### config.mk
export PLATFORM = sky130hd
export DESIGN_NAME = plru_victim_sel
export DESIGN_NICKNAME = d
export VERILOG_FILES = /design/src/rtl/plru_victim_sel.sv
export SDC_FILE = /design/constraint.sdc
export NUM_CORES = 1
export LEC_CHECK = 0
export CAP_MARGIN = 0
export CORE_MARGIN = 2
export CORE_UTILIZATION = 30
export CTS_CLUSTER_SIZE = 16
export DETAILED_ROUTE_END_ITERATION = 10
export GPL_ROUTABILITY_DRIVEN = 0
export PLACE_DENSITY = 0.42
export RECOVER_POWER = 50
export SLEW_MARGIN = 5
export SYNTH_ARGS = -nofsm -noshare
export SYNTH_HDL_FRONTEND = slang
export SYNTH_SLANG_ARGS = --single-unit
### constraint.sdc
create_clock -name clk -period 6.7 [get_ports clk]
set_clock_uncertainty 0.1 [all_clocks]
set_input_delay 1.005 -clock clk [delete_from_list [all_inputs] [get_ports clk]]
set_output_delay 1.005 -clock clk [all_outputs]
set_load 0.02 [all_outputs]
### src/rtl/plru_victim_sel.sv
// Tree pseudo-LRU replacement state for a set-associative cache: touch updates and victim selection.
// Optional build macro PLRU_INVALID_FIRST_EN: a victim request picks the lowest-index invalid way first.
module plru_victim_sel #(
    parameter int a_size = 8,
    parameter int sets   = 16
) (
    input  logic                      clk,
    input  logic                      rst_n,
    input  logic                      req_valid,
    output logic                      req_ready,
    input  logic                      req_op,
    input  logic [$clog2(sets)-1:0]   req_set,
    input  logic [$clog2(a_size)-1:0] req_way,
    input  logic [a_size-1:0]         way_valid,
    output logic                      resp_valid,
    input  logic                      resp_ready,
    output logic [$clog2(a_size)-1:0] resp_way
);

    localparam int LW = $clog2(a_size);
    localparam int SW = $clog2(sets);

    typedef enum logic [1:0] {
        IDLE,
        WALK,
        UPDATE,
        RESP
    } state_t;

    state_t          state_q;
    logic            op_q;
    logic [SW-1:0]   set_q;
    logic [LW-1:0]   way_q;
    logic [LW-1:0]   node_q;
    logic [LW-1:0]   lvl_q;

    // Node n lives at bit n; the top bit (index a_size-1) pads the vector to a power of two.
    logic [a_size-1:0] tree_q [sets];

    logic [a_size-1:0] cur_bits;
    logic [a_size-1:0] upd_bits;
    logic              dir;

    assign cur_bits = tree_q[set_q];
    assign dir      = ~cur_bits[node_q];

    // NOTE: every variable written here gets a value before any conditional use, so no latch is inferred.
    always_comb begin
        logic [LW-1:0] n;
        logic          b;
        upd_bits = cur_bits;
        n        = '0;
        b        = 1'b0;
        for (int l = 0; l < LW; l++) begin
            b           = way_q[LW-1-l];
            upd_bits[n] = b;
            n           = LW'(2 * int'(n) + 1 + int'(b));
        end
    end

`ifdef PLRU_INVALID_FIRST_EN
    logic          has_invalid;
    logic [LW-1:0] first_invalid;

    assign has_invalid = ~&way_valid;

    always_comb begin
        first_invalid = '0;
        for (int i = a_size - 1; i >= 0; i--) begin
            if (!way_valid[i]) first_invalid = LW'(i);
        end
    end
`else
    logic unused_way_valid;
    assign unused_way_valid = ^way_valid;
`endif

    // NOTE: sequential state uses non-blocking assignments so every register sees pre-edge values.
    always_ff @(posedge clk or negedge rst_n) begin
        if (!rst_n) begin
            state_q    <= IDLE;
            req_ready  <= 1'b0;
            resp_valid <= 1'b0;
            resp_way   <= '0;
            op_q       <= 1'b0;
            set_q      <= '0;
            way_q      <= '0;
            node_q     <= '0;
            lvl_q      <= '0;
            // NOTE: the tree array is reset because "all ways unused" (all zero) is the defined start state.
            for (int s = 0; s < sets; s++) tree_q[s] <= '0;
        end else begin
            case (state_q)
                IDLE: begin
                    req_ready <= 1'b1;
                    if (req_valid && req_ready) begin
                        req_ready <= 1'b0;
                        op_q      <= req_op;
                        set_q     <= req_set;
                        node_q    <= '0;
                        lvl_q     <= '0;
                        if (!req_op) begin
                            way_q   <= req_way;
                            state_q <= UPDATE;
                        end else begin
`ifdef PLRU_INVALID_FIRST_EN
                            if (has_invalid) begin
                                way_q   <= first_invalid;
                                state_q <= UPDATE;
                            end else begin
                                state_q <= WALK;
                            end
`else
                            state_q <= WALK;
`endif
                        end
                    end
                end
                WALK: begin
                    // One tree level per cycle; the chosen direction is shifted in as the next way bit.
                    way_q  <= LW'({way_q, dir});
                    node_q <= LW'(2 * int'(node_q) + 1 + int'(dir));
                    lvl_q  <= lvl_q + 1'b1;
                    if (lvl_q == LW'(LW - 1)) state_q <= UPDATE;
                end
                UPDATE: begin
                    tree_q[set_q] <= upd_bits;
                    resp_valid    <= 1'b1;
                    resp_way      <= way_q;
                    state_q       <= RESP;
                end
                RESP: begin
                    if (resp_ready) begin
                        resp_valid <= 1'b0;
                        req_ready  <= 1'b1;
                        state_q    <= IDLE;
                    end
                end
                default: state_q <= IDLE;
            endcase
        end
    end

endmodule

Word-level counts from Yosys, hierarchy flattened. Index checks and enable logic that the tools add are counted. W data, S select, Z words.

Add/sub/neg operators: 6. Multipliers: 0. Div/mod/pow operators: 0. $lt $le $gt $ge: 7. Equal/unequal tests: 8. Shift-type cells: 0. Multiplexer cells: 30. Bitwise operators: 2. Reduce and logical (&&, ||, !) cells: 14.

Operator list (number): $bwmux W128 (1); $bmux W8 S4 (1); $demux W8 S4 (1); $mux W8 (3); $pmux W3 S2 (3); $bwmux W8 (2); $add A3 B1 Y3 const B (3); $mux W3 (3); $lt A3 B4 Y1 const B (2); $mux W2 (4); $ne A2 B2 Y1 const B (4); $pmux W2 S4 (1); $reduce_and A2 Y1 (4); $add A3 B1 Y3 (2); $demux W1 S3 (2); $mux W1 (6); $reduce_and A3 Y1 (2); $reduce_bool A2 Y1 (3); $ge A5 B5 Y1 const B (1); $lt A5 B1 Y1 const B (1); $not A4 Y5 (1); $eq A2 B2 Y1 const B (2); $logic_and A1 B1 Y1 (4); $lt A2 B4 Y1 const B (1); 9 further kinds (10).

Bits in registers: 148. Latch bits: 0. Bits in writable memories: 0. Memory bits (read-only): 0. Output and inout bits: 5. Word-level logic and storage cells: 91. Memories kept: 0.

Logic depth before layout (Yosys ltp).
Word-level depth: 9. Depth in mapped cells: 13. Mapped depth without buffers: 10.

Least setup slack after synthesis. Ideal clock, no wire load.

Kind: register to register. From: reg set_q[0]. To: reg node_q[2]. Setup time: 141 ps. Arrival time: 2555 ps. Required time: 6459 ps. Slack: 3904 ps. Cell stages (with the launch flop): 12. Cell sequence: dfrtp_1 -> buf_6 -> buf_8 -> mux4_2 -> mux4_2 -> a22o_1 -> nand3_1 -> ha_1 -> xnor2_1 -> nand2_1 -> o21ai_0 -> o221ai_1.

Cells in the longest elaborated chain, start to end: 9.

RTL lines: start, declared (line 32) `logic [SW-1:0] set_q;`; start signal, assigned (line 99) `set_q <= req_set;`; $not A4 Y5 (not written as such) (line 44) `assign cur_bits = tree_q[set_q];`; $bmux W8 S4 (line 44); $mux W8 (not written as such) (2 in a row) (line 44); $bmux W1 S3 (line 45) `assign dir = ~cur_bits[node_q];`; $mux W1 (not written as such) (line 45); $not A1 Y1 (line 45); $add A3 B1 Y3 (line 122) `node_q <= LW'(2 * int'(node_q) + 1 + int'(dir));`; $pmux W3 S2 (line 93) `case (state_q)`; end signal, assigned (line 122); end, declared (line 34) `logic [LW-1:0] node_q;`.

Every way passes these cells. The select of a mux whose other input is x is not followed. A chain may end at the register's enable or synchronous reset.

Final worst setup path. Ends and elaborated chain as after synthesis.

==> impl_metrics.toml <==
[run_status]
status = "finished, final reports clean"

[sta]
setup_ws_ns = 2.858
slew_viol_final = 0
fmax_ghz = 0.2603
min_period_ns = 3.842
max_slew_margin_pct = 33.48
worst_pin_slew_ns = 0.9978
setup_viol = 0
fin_setup_tns_ns = 0
rsz0062_at_grt = "no"
report.final.hold_viol_count = 0
whs_ns = 0.3770
post-route-period-util_pct = 57.34

[yosys]
synth_top_family_by_area = "multiplexers"
synthArstFlopShare_pct = 100.0
synth_edf_count = 0
yosysWarnings = 0
synth_fp_nets = 685
syn-instance-count = 652
ys_seq_area_share_pct = 51.34
yosys.area_share.adder_pct = 2.255
yosysTopAreaCell = "dfrtp_1"
synth_area_leaders = "dfrtp_1, mux4_2, a21oi_1"
synth_compound_area_share_pct = 12.59
synth.most_common_cell = "dfrtp_1"
yosys.area_share.simple_pct = 10.96
muxShareOfSynthArea_pct = 18.77
synth_seq_cells = 148
synth_common_cells = "dfrtp_1, nor2_1, a21oi_1, o21ai_0, nand2_1"
synthFlopType = "dfrtp_1"
synth_xor_area_share_pct = 0.1214
synth_top_area_share_pct = 51.34
syn_avg_cell_area_um2 = 11.07
syn-cell-area_um2 = 7214
synth.distinct_cells = 52

[floorplan]
start_util_pct = 30.64
fp.dieW_um = 159.1
core_area_um2 = 23540
die_h_um = 159.1
rows = 56
ios = 25
die-area_um2 = 25300

[clocking]
cts_resized = 0
hold_buffers = 0
clkSinkCount = 148
cts_root_buf = "clkbuf_16"
postCtsSetupRepairBufs = 0
numCtsBuffers = 17
clk_pin_slew_worst_paths_ns = 0.06
cts_tree = "done"
cts_max_path_buffers = 2
cts_max_level = 4
insertion_delay_ns = 0.42

[detailed_routing]
first_pass_iters = 5
routedWlPerCell_um = 18.29
drt_wl_total_mm = 18.05
drtIter0Drc = 325
route.antenna.remaining_nets = 0
vias_per_cell = 4.976
drc = 0
vias = 4911

[power]
power.density_nw_per_um2 = 538.7
p_leak_nw = 3.506
total_power_mw = 4.426
vdd_drop_max_mv = 0.1796

[setup_path]
worst_ep_required_time_ns = 6.88
cp_data_arrival_time_ns = 4.02
crit_type = "flop to flop"
end_kind = "flop"
slowest_stage = "dfrtp_1"
crit_path_frequent_cell = "mux4_2"
cp_max_fo = 26
cpPeakStageDelay_ns = 0.91
path_cells = "buf_4, mux4_2, mux4_2, a22o_1, nand3_1, ha_1, xnor2_1, nand2_1, o21ai_0, o221ai_1"
cp-start-kind = "flop"

[flow_run]
cap_violations = 0

[global_route]
antenna_found_initial = 0
grt-ovfl-total = 0
grt.total_usage_pct = 15.20
grt_pass1_vias = 5074
grt_max_degree = 76
grt_pass1_wl_mm = 29.54

[finish]
multi_input_area_um2 = 3231
areaGrowthSynthToFinish_pct = 13.89
fin_area_um2 = 8217
n_antenna_cell = 0
nNetsFinal = 689
seq_area_um2 = 3704
fill_cells = 2395
layout-drive-gt1-share_pct = 17.81

[hold_path]
hold_class = "flop to flop"

[placement]
post-place-ws_ns = 3.041
placed_area_um2 = 7681
hpwl_mm = 11.76
portBuffers = 16
[report_power, final]
part           total [mW]  internal, mW  switching, mW
combinational        1.96         0.875           1.08
sequential           1.57          1.28          0.291
clock               0.895         0.528          0.367
total                4.43          2.68           1.74
[logic make-up after synthesis]
| kind of cell | after synthesis |
|---|---|
| AO/OA/AOI/OAI | 162 |
| XOR/XNOR | 1 |
| adder cells (fa/ha/maj) | 13 |
| buffers and inverters | 62 |
| flip-flops | 148 |
| multiplexers | 85 |
| AND/OR/NAND/NOR | 181 |
[state kept, by name, indices dropped and copies added (netlist names)]
register,count
lvl_q,3
node_q,3
req_ready,1
resp_valid,1
resp_way,3
set_q,4
state_q,2
tree_q,128
way_q,3
[layer usage]
layer / up-vias / GRT usage, % / routed length, um
met4: 0 / 4.091 / 200
met3: 15 / 3.647 / 664
li1: 2326 / - / -
met1: 2493 / 20.61 / 8486
met5: - / 0 / 0
met2: 77 / 24.45 / 8701
[worst paths after layout]
check	from	end	slack (ns)	cells after the start
worst max-delay path	set_q[0]$_DFFE_PN0P_	node_q[2]$_DFFE_PN0P_	2.86	10
worst min-delay path	tree_q[30]$_DFFE_PN0P_	tree_q[30]$_DFFE_PN0P_	0.38	2
worst max register to register	set_q[0]$_DFFE_PN0P_	node_q[2]$_DFFE_PN0P_	2.86	10
worst min register to register	tree_q[30]$_DFFE_PN0P_	tree_q[30]$_DFFE_PN0P_	0.38	2
max in group asynchronous	rst_n	tree_q[39]$_DFFE_PN0P_	4.53	2
min in group asynchronous	rst_n	tree_q[125]$_DFFE_PN0P_	0.50	1
[final cells by class]
class	instances	share of cell area, %
clock buffers	23	5.695
flip-flops and latches	148	45.07
well taps	319	4.858
clock inverters	8	0.9441
inverters	11	0.5025
multi-input cells	442	39.32
repair buffers	36	3.609
[layout by cell type (no fill, tap or decap), types with 3 or more instances in the layout]
cell type / netlist / final
clkdlybuf4s50_1: 0 / 13
clkbuf_1: 33 / 8
o21ai_0: 55 / 55
a21oi_1: 80 / 80
clkinv_2: 0 / 3
clkbuf_16: 0 / 17
nand2b_1: 9 / 9
or2_2: 4 / 3
inv_1: 11 / 11
dfrtp_1: 148 / 148
mux4_2: 36 / 36
a211oi_1: 5 / 5
buf_4: 2 / 16
mux2_2: 28 / 28
nand3_1: 9 / 9
nand2_1: 50 / 50
ha_1: 13 / 13
nor2_1: 92 / 92
mux2i_1: 19 / 19
nand3b_1: 4 / 4
[worst max-delay path: cells and delay by family, from the launching register on]
kind | cells | cell delay (ns)
mux | 2 | 1.14
xor+xnor | 1 | 0.14
fa+ha+maj | 1 | 0.16
simple gates | 2 | 0.17
compound gates | 3 | 0.49
flops | 1 | 0.91
buf+inv | 1 | 0.57
[metrics by stage]
stage          utilization [%]  cells
4_1_cts                  34.94    987
6_report                 34.90    987
5_1_grt                  34.90    987
2_1_floorplan                -    652
3_3_place_gp             32.63    956
3_5_place_dp             32.63    956
(Power assumes the default switching activity.)
